**src/rtl/mem_access_unit_pkg.sv**
```systemverilog
// Shared types for the CPU memory stage: memory op codes, FSM states and byte-lane geometry.
package mem_access_unit_pkg;

    typedef enum logic [1:0] {
        OP_LDR  = 2'd0,
        OP_STR  = 2'd1,
        OP_LDRB = 2'd2,
        OP_STRB = 2'd3
    } mem_op_t;

    typedef enum logic [1:0] {
        ST_IDLE,
        ST_LD_WAIT,
        ST_RMW_READ,
        ST_WR_BUSY
    } mem_state_t;

    localparam int BYTE_W = 8;

    function automatic logic op_is_load(mem_op_t op);
        return (op == OP_LDR) || (op == OP_LDRB);
    endfunction

endpackage

```
**src/rtl/mem_byte_lane.sv**
```systemverilog
// Byte-lane helper: the byte addressed by a byte op always lives in the word's MSB lane.
module mem_byte_lane
    import mem_access_unit_pkg::*;
#(
    parameter int BIT_WIDTH = 32
) (
    input  logic [BIT_WIDTH-1:0] word,
    input  logic [BYTE_W-1:0]    store_byte,
    output logic [BIT_WIDTH-1:0] load_byte,
    output logic [BIT_WIDTH-1:0] merged
);

    assign load_byte = {{(BIT_WIDTH-BYTE_W){1'b0}}, word[BIT_WIDTH-1 -: BYTE_W]};
    assign merged    = {store_byte, word[BIT_WIDTH-BYTE_W-1:0]};

endmodule

```
**src/rtl/mem_access_unit.sv**
```systemverilog
// CPU memory stage: one LDR/STR/LDRB/STRB in flight, drives data_memory, returns one response.
module mem_access_unit
    import mem_access_unit_pkg::*;
#(
    parameter int DATA_SIZE = 64,
    parameter int BIT_WIDTH = 32,
    parameter int REG_W     = 4
) (
    input  logic                 clk,
    input  logic                 nreset,
    input  logic                 req_valid,
    output logic                 req_ready,
    input  logic [1:0]           req_op,
    input  logic [BIT_WIDTH-1:0] req_addr,
    input  logic [BIT_WIDTH-1:0] req_wdata,
    input  logic [REG_W-1:0]     req_rd,
    output logic                 resp_valid,
    output logic                 resp_is_load,
    output logic                 resp_err,
    output logic [BIT_WIDTH-1:0] resp_rdata,
    output logic [REG_W-1:0]     resp_rd,
    output logic [BIT_WIDTH-1:0] mem_read_addr,
    input  logic [BIT_WIDTH-1:0] mem_read_value,
    output logic                 mem_write_enable,
    output logic [BIT_WIDTH-1:0] mem_write_addr,
    output logic [BIT_WIDTH-1:0] mem_write_value
);

    localparam logic [BIT_WIDTH-1:0] ADDR_LIMIT = BIT_WIDTH'(4 * (DATA_SIZE - 1));

    mem_state_t           state;
    mem_op_t              op_in;
    mem_op_t              cap_op;
    logic [BIT_WIDTH-1:0] cap_addr;
    logic [BYTE_W-1:0]    cap_wbyte;
    logic                 in_range;
    logic [BIT_WIDTH-1:0] load_byte;
    logic [BIT_WIDTH-1:0] merged;

    assign op_in     = mem_op_t'(req_op);
    assign in_range  = req_addr < ADDR_LIMIT;
    assign req_ready = (state == ST_IDLE);

    mem_byte_lane #(.BIT_WIDTH(BIT_WIDTH)) u_byte_lane (
        .word       (mem_read_value),
        .store_byte (cap_wbyte),
        .load_byte  (load_byte),
        .merged     (merged)
    );

    // The accept-cycle access is driven straight from req_*; reset gates every port so a
    // write in progress is withdrawn the moment nreset falls.
    always_comb begin
        // NOTE: every output gets a default first so no path through the case infers a latch.
        mem_read_addr    = '0;
        mem_write_enable = 1'b0;
        mem_write_addr   = '0;
        mem_write_value  = '0;
        if (nreset) begin
            unique case (state)
                ST_IDLE: begin
                    if (req_valid && in_range) begin
                        if (op_in == OP_STR) begin
                            mem_write_enable = 1'b1;
                            mem_write_addr   = req_addr;
                            mem_write_value  = req_wdata;
                        end else begin
                            mem_read_addr = req_addr;
                        end
                    end
                end
                ST_RMW_READ: begin
                    mem_write_enable = 1'b1;
                    mem_write_addr   = cap_addr;
                    mem_write_value  = merged;
                end
                default: ;
            endcase
        end
    end

    always_ff @(posedge clk or negedge nreset) begin
        if (!nreset) begin
            state        <= ST_IDLE;
            cap_op       <= OP_LDR;
            cap_addr     <= '0;
            cap_wbyte    <= '0;
            resp_valid   <= 1'b0;
            resp_is_load <= 1'b0;
            resp_err     <= 1'b0;
            resp_rdata   <= '0;
            resp_rd      <= '0;
        end else begin
            // NOTE: sequential state uses non-blocking assignments so every register
            // samples the pre-edge values regardless of statement order.
            resp_valid <= 1'b0;
            unique case (state)
                ST_IDLE: begin
                    if (req_valid) begin
                        cap_op    <= op_in;
                        cap_addr  <= req_addr;
                        cap_wbyte <= req_wdata[BYTE_W-1:0];
                        resp_rd   <= req_rd;
                        if (!in_range) begin
                            resp_valid   <= 1'b1;
                            resp_err     <= 1'b1;
                            resp_is_load <= op_is_load(op_in);
                            resp_rdata   <= '0;
                        end else begin
                            unique case (op_in)
                                OP_STR:  state <= ST_WR_BUSY;
                                OP_STRB: state <= ST_RMW_READ;
                                default: state <= ST_LD_WAIT;
                            endcase
                        end
                    end
                end
                ST_LD_WAIT: begin
                    resp_valid   <= 1'b1;
                    resp_err     <= 1'b0;
                    resp_is_load <= 1'b1;
                    resp_rdata   <= (cap_op == OP_LDRB) ? load_byte : mem_read_value;
                    state        <= ST_IDLE;
                end
                ST_RMW_READ: state <= ST_WR_BUSY;
                ST_WR_BUSY: begin
                    resp_valid   <= 1'b1;
                    resp_err     <= 1'b0;
                    resp_is_load <= 1'b0;
                    resp_rdata   <= '0;
                    state        <= ST_IDLE;
                end
                default: state <= ST_IDLE;
            endcase
        end
    end

endmodule

```
**config.mk**
```make
export PLATFORM = sky130hd
export DESIGN_NAME = mem_access_unit
export DESIGN_NICKNAME = d
export VERILOG_FILES = /design/src/rtl/mem_access_unit_pkg.sv /design/src/rtl/mem_byte_lane.sv /design/src/rtl/mem_access_unit.sv
export SDC_FILE = /design/constraint.sdc
export NUM_CORES = 1
export LEC_CHECK = 0
export CAP_MARGIN = 25
export CORE_AREA = 3 3 108 110
export CTS_BUF_LIST = sky130_fd_sc_hd__clkbuf_8
export DETAILED_ROUTE_END_ITERATION = 10
export DIE_AREA = 0 0 111 113
export GPL_TIMING_DRIVEN = 0
export PLACE_DENSITY = 0.82
export SYNTH_ARGS = -nofsm -noshare
export SYNTH_HDL_FRONTEND = slang
export SYNTH_SLANG_ARGS = --single-unit
export TNS_END_PERCENT = 20
```
**constraint.sdc**
```tcl
create_clock -name clk -period 2.1 [get_ports clk]
set_clock_uncertainty 0.15 [all_clocks]
set_input_delay 0.315 -clock clk [delete_from_list [all_inputs] [get_ports clk]]
set_output_delay 0.315 -clock clk [all_outputs]
set_load 0.05 [all_outputs]
```
==> results by group <==
Yosys
  – Syn avg cell area: 12.4 um^2
  – Yosys cell types: 32
  – Synth Instances: 342
  – Ys Warns: 0
  – Cell Area, Synth: 4250 um^2
  – Seq/Total Area, Yosys: 48.9%
  – Top_reg_cell synth: dfrtp_1
  – #FFs+latches synth: 83
  – Number of synthesized flops with an enable pin: 0
  – Ys async rst share: 100%

Clocking
  – H-tree depth: 3
  – Clock Path Buffers: 2
  – CTS tree: done
  – CTS Buf Count: 9
  – Reg clk slew, reported paths: 0.09 ns
  – CTS Sinks: 83
  – Clk root buf: clkbuf_8
  – Clock Latency Late Sink: 0.35 ns

Cells and area
  – Area Overhead vs Synth: 80.8%
  – Final nets: 717
  – Proportion of layout cells with a drive suffix above 1: 45.9%
  – Ant. Diodes: 0
  – Finished Cell Area: 7670 um^2
  – Non-Filler Instances: 757
  – Filler cells: 774

Placed design
  – Routability-driven placement congestion ratio: 0.863
  – Placed Cells: 723
  – Post-DP Area: 6870 um^2
  – Hpwl dp: 11.9 mm
  – PortBufs: 217
  – Setup WS pre-CTS: -1.69 ns

Pwr
  – Internal power: 2.60 mW
  – Sequential group share of total power: 48.4%
  – LEAKAGE: 3.50 nW
  – Total power: 3.59 mW
  – Switching part of the total: 27.5%
  – Clock Power Share: 32.1%
  – Maximum vdd drop: 0.388 mV
  – Sw Pwr: 0.988 mW
  – Combinational Power Share: 19.5%
  – Pwr dens: 468 nW/um^2

Floorplan
  – Initial Util: 39.3%
  – Die Ht: 113 um
  – # IOs: 242
  – Total core area: 10,800 um^2
  – Die X: 111 um
  – Die ar.: 12,500 um^2
  – Row count: 38

GRT
  – Vias in the first global route: 4,290
  – Largest net degree at the start of global routing: 33
  – Tot GR Track Use: 25.8%
  – Initial antenna violation count: 0
  – First-pass GRT wire length: 25.1 mm
  – GR Overflow Total: 0

Timing
  – Tcrit/Tclk final: 125%
  – Fin Hold WS: 0.0923 ns
  – Worst-Margin Slew: 0.579 ns
  – RSZ-0062 raised after global routing: yes
  – Final setup viols: 73
  – Final WS setup: -0.517 ns
  – Final Max Tran Viols: 0
  – Min Clock Period, post-route: 2.62 ns
  – Slew margin rel.: 61.4%
  – Fmax: 382 MHz
  – Final hold violation count: 0

Worst setup path
  – Critical path data arrival time: 2.15 ns
  – Max FO, Critical Path: 10
  – Critical path type: flop to output port
  – Startpoint Class: flop
  – WP data required: 1.63 ns
  – Setup crit end kind: output port

Detailed routing
  – Via count: 3,997
  – First-pass iteration count of the detailed router: 5
  – Antenna viol nets, final: 0
  – DR WL/cell: 21.3 um
  – DRC violations left: 0
  – Vias/cell: 5.28
  – DRT iter0 DRCs: 207
  – WL final: 16.1 mm

Status
  – Status: complete, but fails checks
  – Failing checks: negative setup slack

Worst hold path
  – Hold Path Class: input port to flop

Run
  – Max-cap violations: 0
==> cell families (layout without fill, tap and decap cells) <==
kind of cell | after synthesis | in the layout | synth area share, %
buffers and inverters | 55 | 307 | 8.19
AND/OR/NAND/NOR | 69 | 69 | 11.8
flip-flops | 83 | 83 | 48.9
other | 1 | 24 | 0.0883
multiplexers | 55 | 55 | 14.4
AO/OA/AOI/OAI | 79 | 79 | 16.7
==> per-layer routing <==
layer / share of wire (%) / routed length, um / global-route usage [%] / up-vias
met5: 0 / 0 / 0 / -
met4: 2.0 / 329 / 7.06 / 0
met3: 8.6 / 1390 / 7.49 / 23
met2: 53 / 8500 / 46.8 / 202
met1: 37 / 5900 / 29.8 / 1993
li1: - / - / - / 1779
==> critical path, stage by stage (launching register included) <==
cell      delay, ns
dfrtp_2        0.45
nor3b_4        0.23
nand3b_1       0.18
nor4_4         0.27
buf_6          0.20
buf_8          0.16
a22o_2         0.15
buf_6          0.16
==> Yosys cell counts (2+ instances only) <==
master    instances  area (um^2)
a22o_1           40          350
nand2_1           8         30.0
and4_1            8         70.1
buf_6             4         45.0
nor2_1           11         41.3
a21oi_1           4         20.0
inv_1             3         11.3
clkbuf_1         10         37.5
buf_4            26          195
or3_1             3         18.8
nor4_1            2         12.5
dfrtp_1          83         2080
mux2_2           46          518
a31o_1            8         70.1
mux2i_1           8         80.1
a32o_1           24          240
buf_2            11         55.1
nor2b_1           2         12.5
nor4_4            5          106
and2_1           24          150
==> power groups by stage <==
| stage | clock [mW] | combinational (mW) | sequential (mW) |
|---|---|---|---|
| after CTS | 1.18 | 0.699 | 1.74 |
| after global routing | 1.25 | 0.741 | 1.75 |
| after global placement | 0 | 0.650 | 1.76 |
| final | 1.15 | 0.701 | 1.74 |
| after detailed placement | 0 | 0.669 | 1.77 |
| after floorplan | 0 | 0.291 | 1.79 |
==> layout make-up <==
type | instances | area [um^2] | area share, %
Sequential cell | 83 | 2080 | 27.1
Clock inverter | 6 | 57.6 | 0.750
Inverter | 4 | 16.3 | 0.212
Buffer | 50 | 365 | 4.76
Timing Repair Buffer | 237 | 2610 | 34.0
Tap cell | 140 | 175 | 2.28
Clock buffer | 10 | 138 | 1.79
Multi-Input combinational cell | 227 | 2230 | 29.1
==> state kept, by name, indices dropped and copies added, names as in the netlist, 2 cells and up <==
register and count:
cap_addr 32, cap_op 2, cap_wbyte 8, resp_rd 4, resp_rdata 32, state 2
==> worst paths after layout <==
| check | from | to | slack [ns] | cells past startpoint |
|---|---|---|---|---|
| worst max register to register | state[0] | cap_addr[3] | 0.13 | 4 |
| min in group asynchronous | nreset | cap_addr[31] | 0.46 | 4 |
| worst min-delay path | req_addr[31] | cap_addr[31] | 0.09 | 2 |
| worst min register to register | cap_addr[11] | cap_addr[11] | 0.35 | 1 |
| worst max-delay path | state[0] | mem_write_addr[4] | -0.52 | 7 |
| max in group asynchronous | nreset | state[1] | 1.09 | 3 |
==> repair_timing <==
item,4_1_cts,5_1_grt
gates resized for setup,610,24
pin swaps,16,2
cloned,2,0
hold endpoints to repair,32,0
buffers inserted,11,0
hold buffers,6,0
setup endpoints to repair,145,106
==> cells in the final DEF (no fill, tap or decap), types with 7 or more instances in the layout <==
cell type / count
a22o_2: 18
a22o_4: 22
a31o_1: 8
a32o_1: 24
and2_2: 21
and4_1: 8
buf_2: 13
buf_4: 37
buf_6: 46
buf_8: 32
clkbuf_8: 11
clkdlybuf4s50_1: 116
conb_1: 24
dfrtp_1: 81
dlygate4sd2_1: 12
mux2_2: 46
mux2i_1: 8
nand2_1: 7
nor2_1: 10
nor4_4: 7
==> stage by stage <==
step	setup TNS (ns)	util, %
CTS	-24.69	70.6
floorplan	-2.14	-
detailed placement	-147.38	63.7
global placement	-578.74	63.4
global route	-33.25	71.1
finish	-25.66	71.1
No activity file was read; power rests on OpenSTA's default activity.
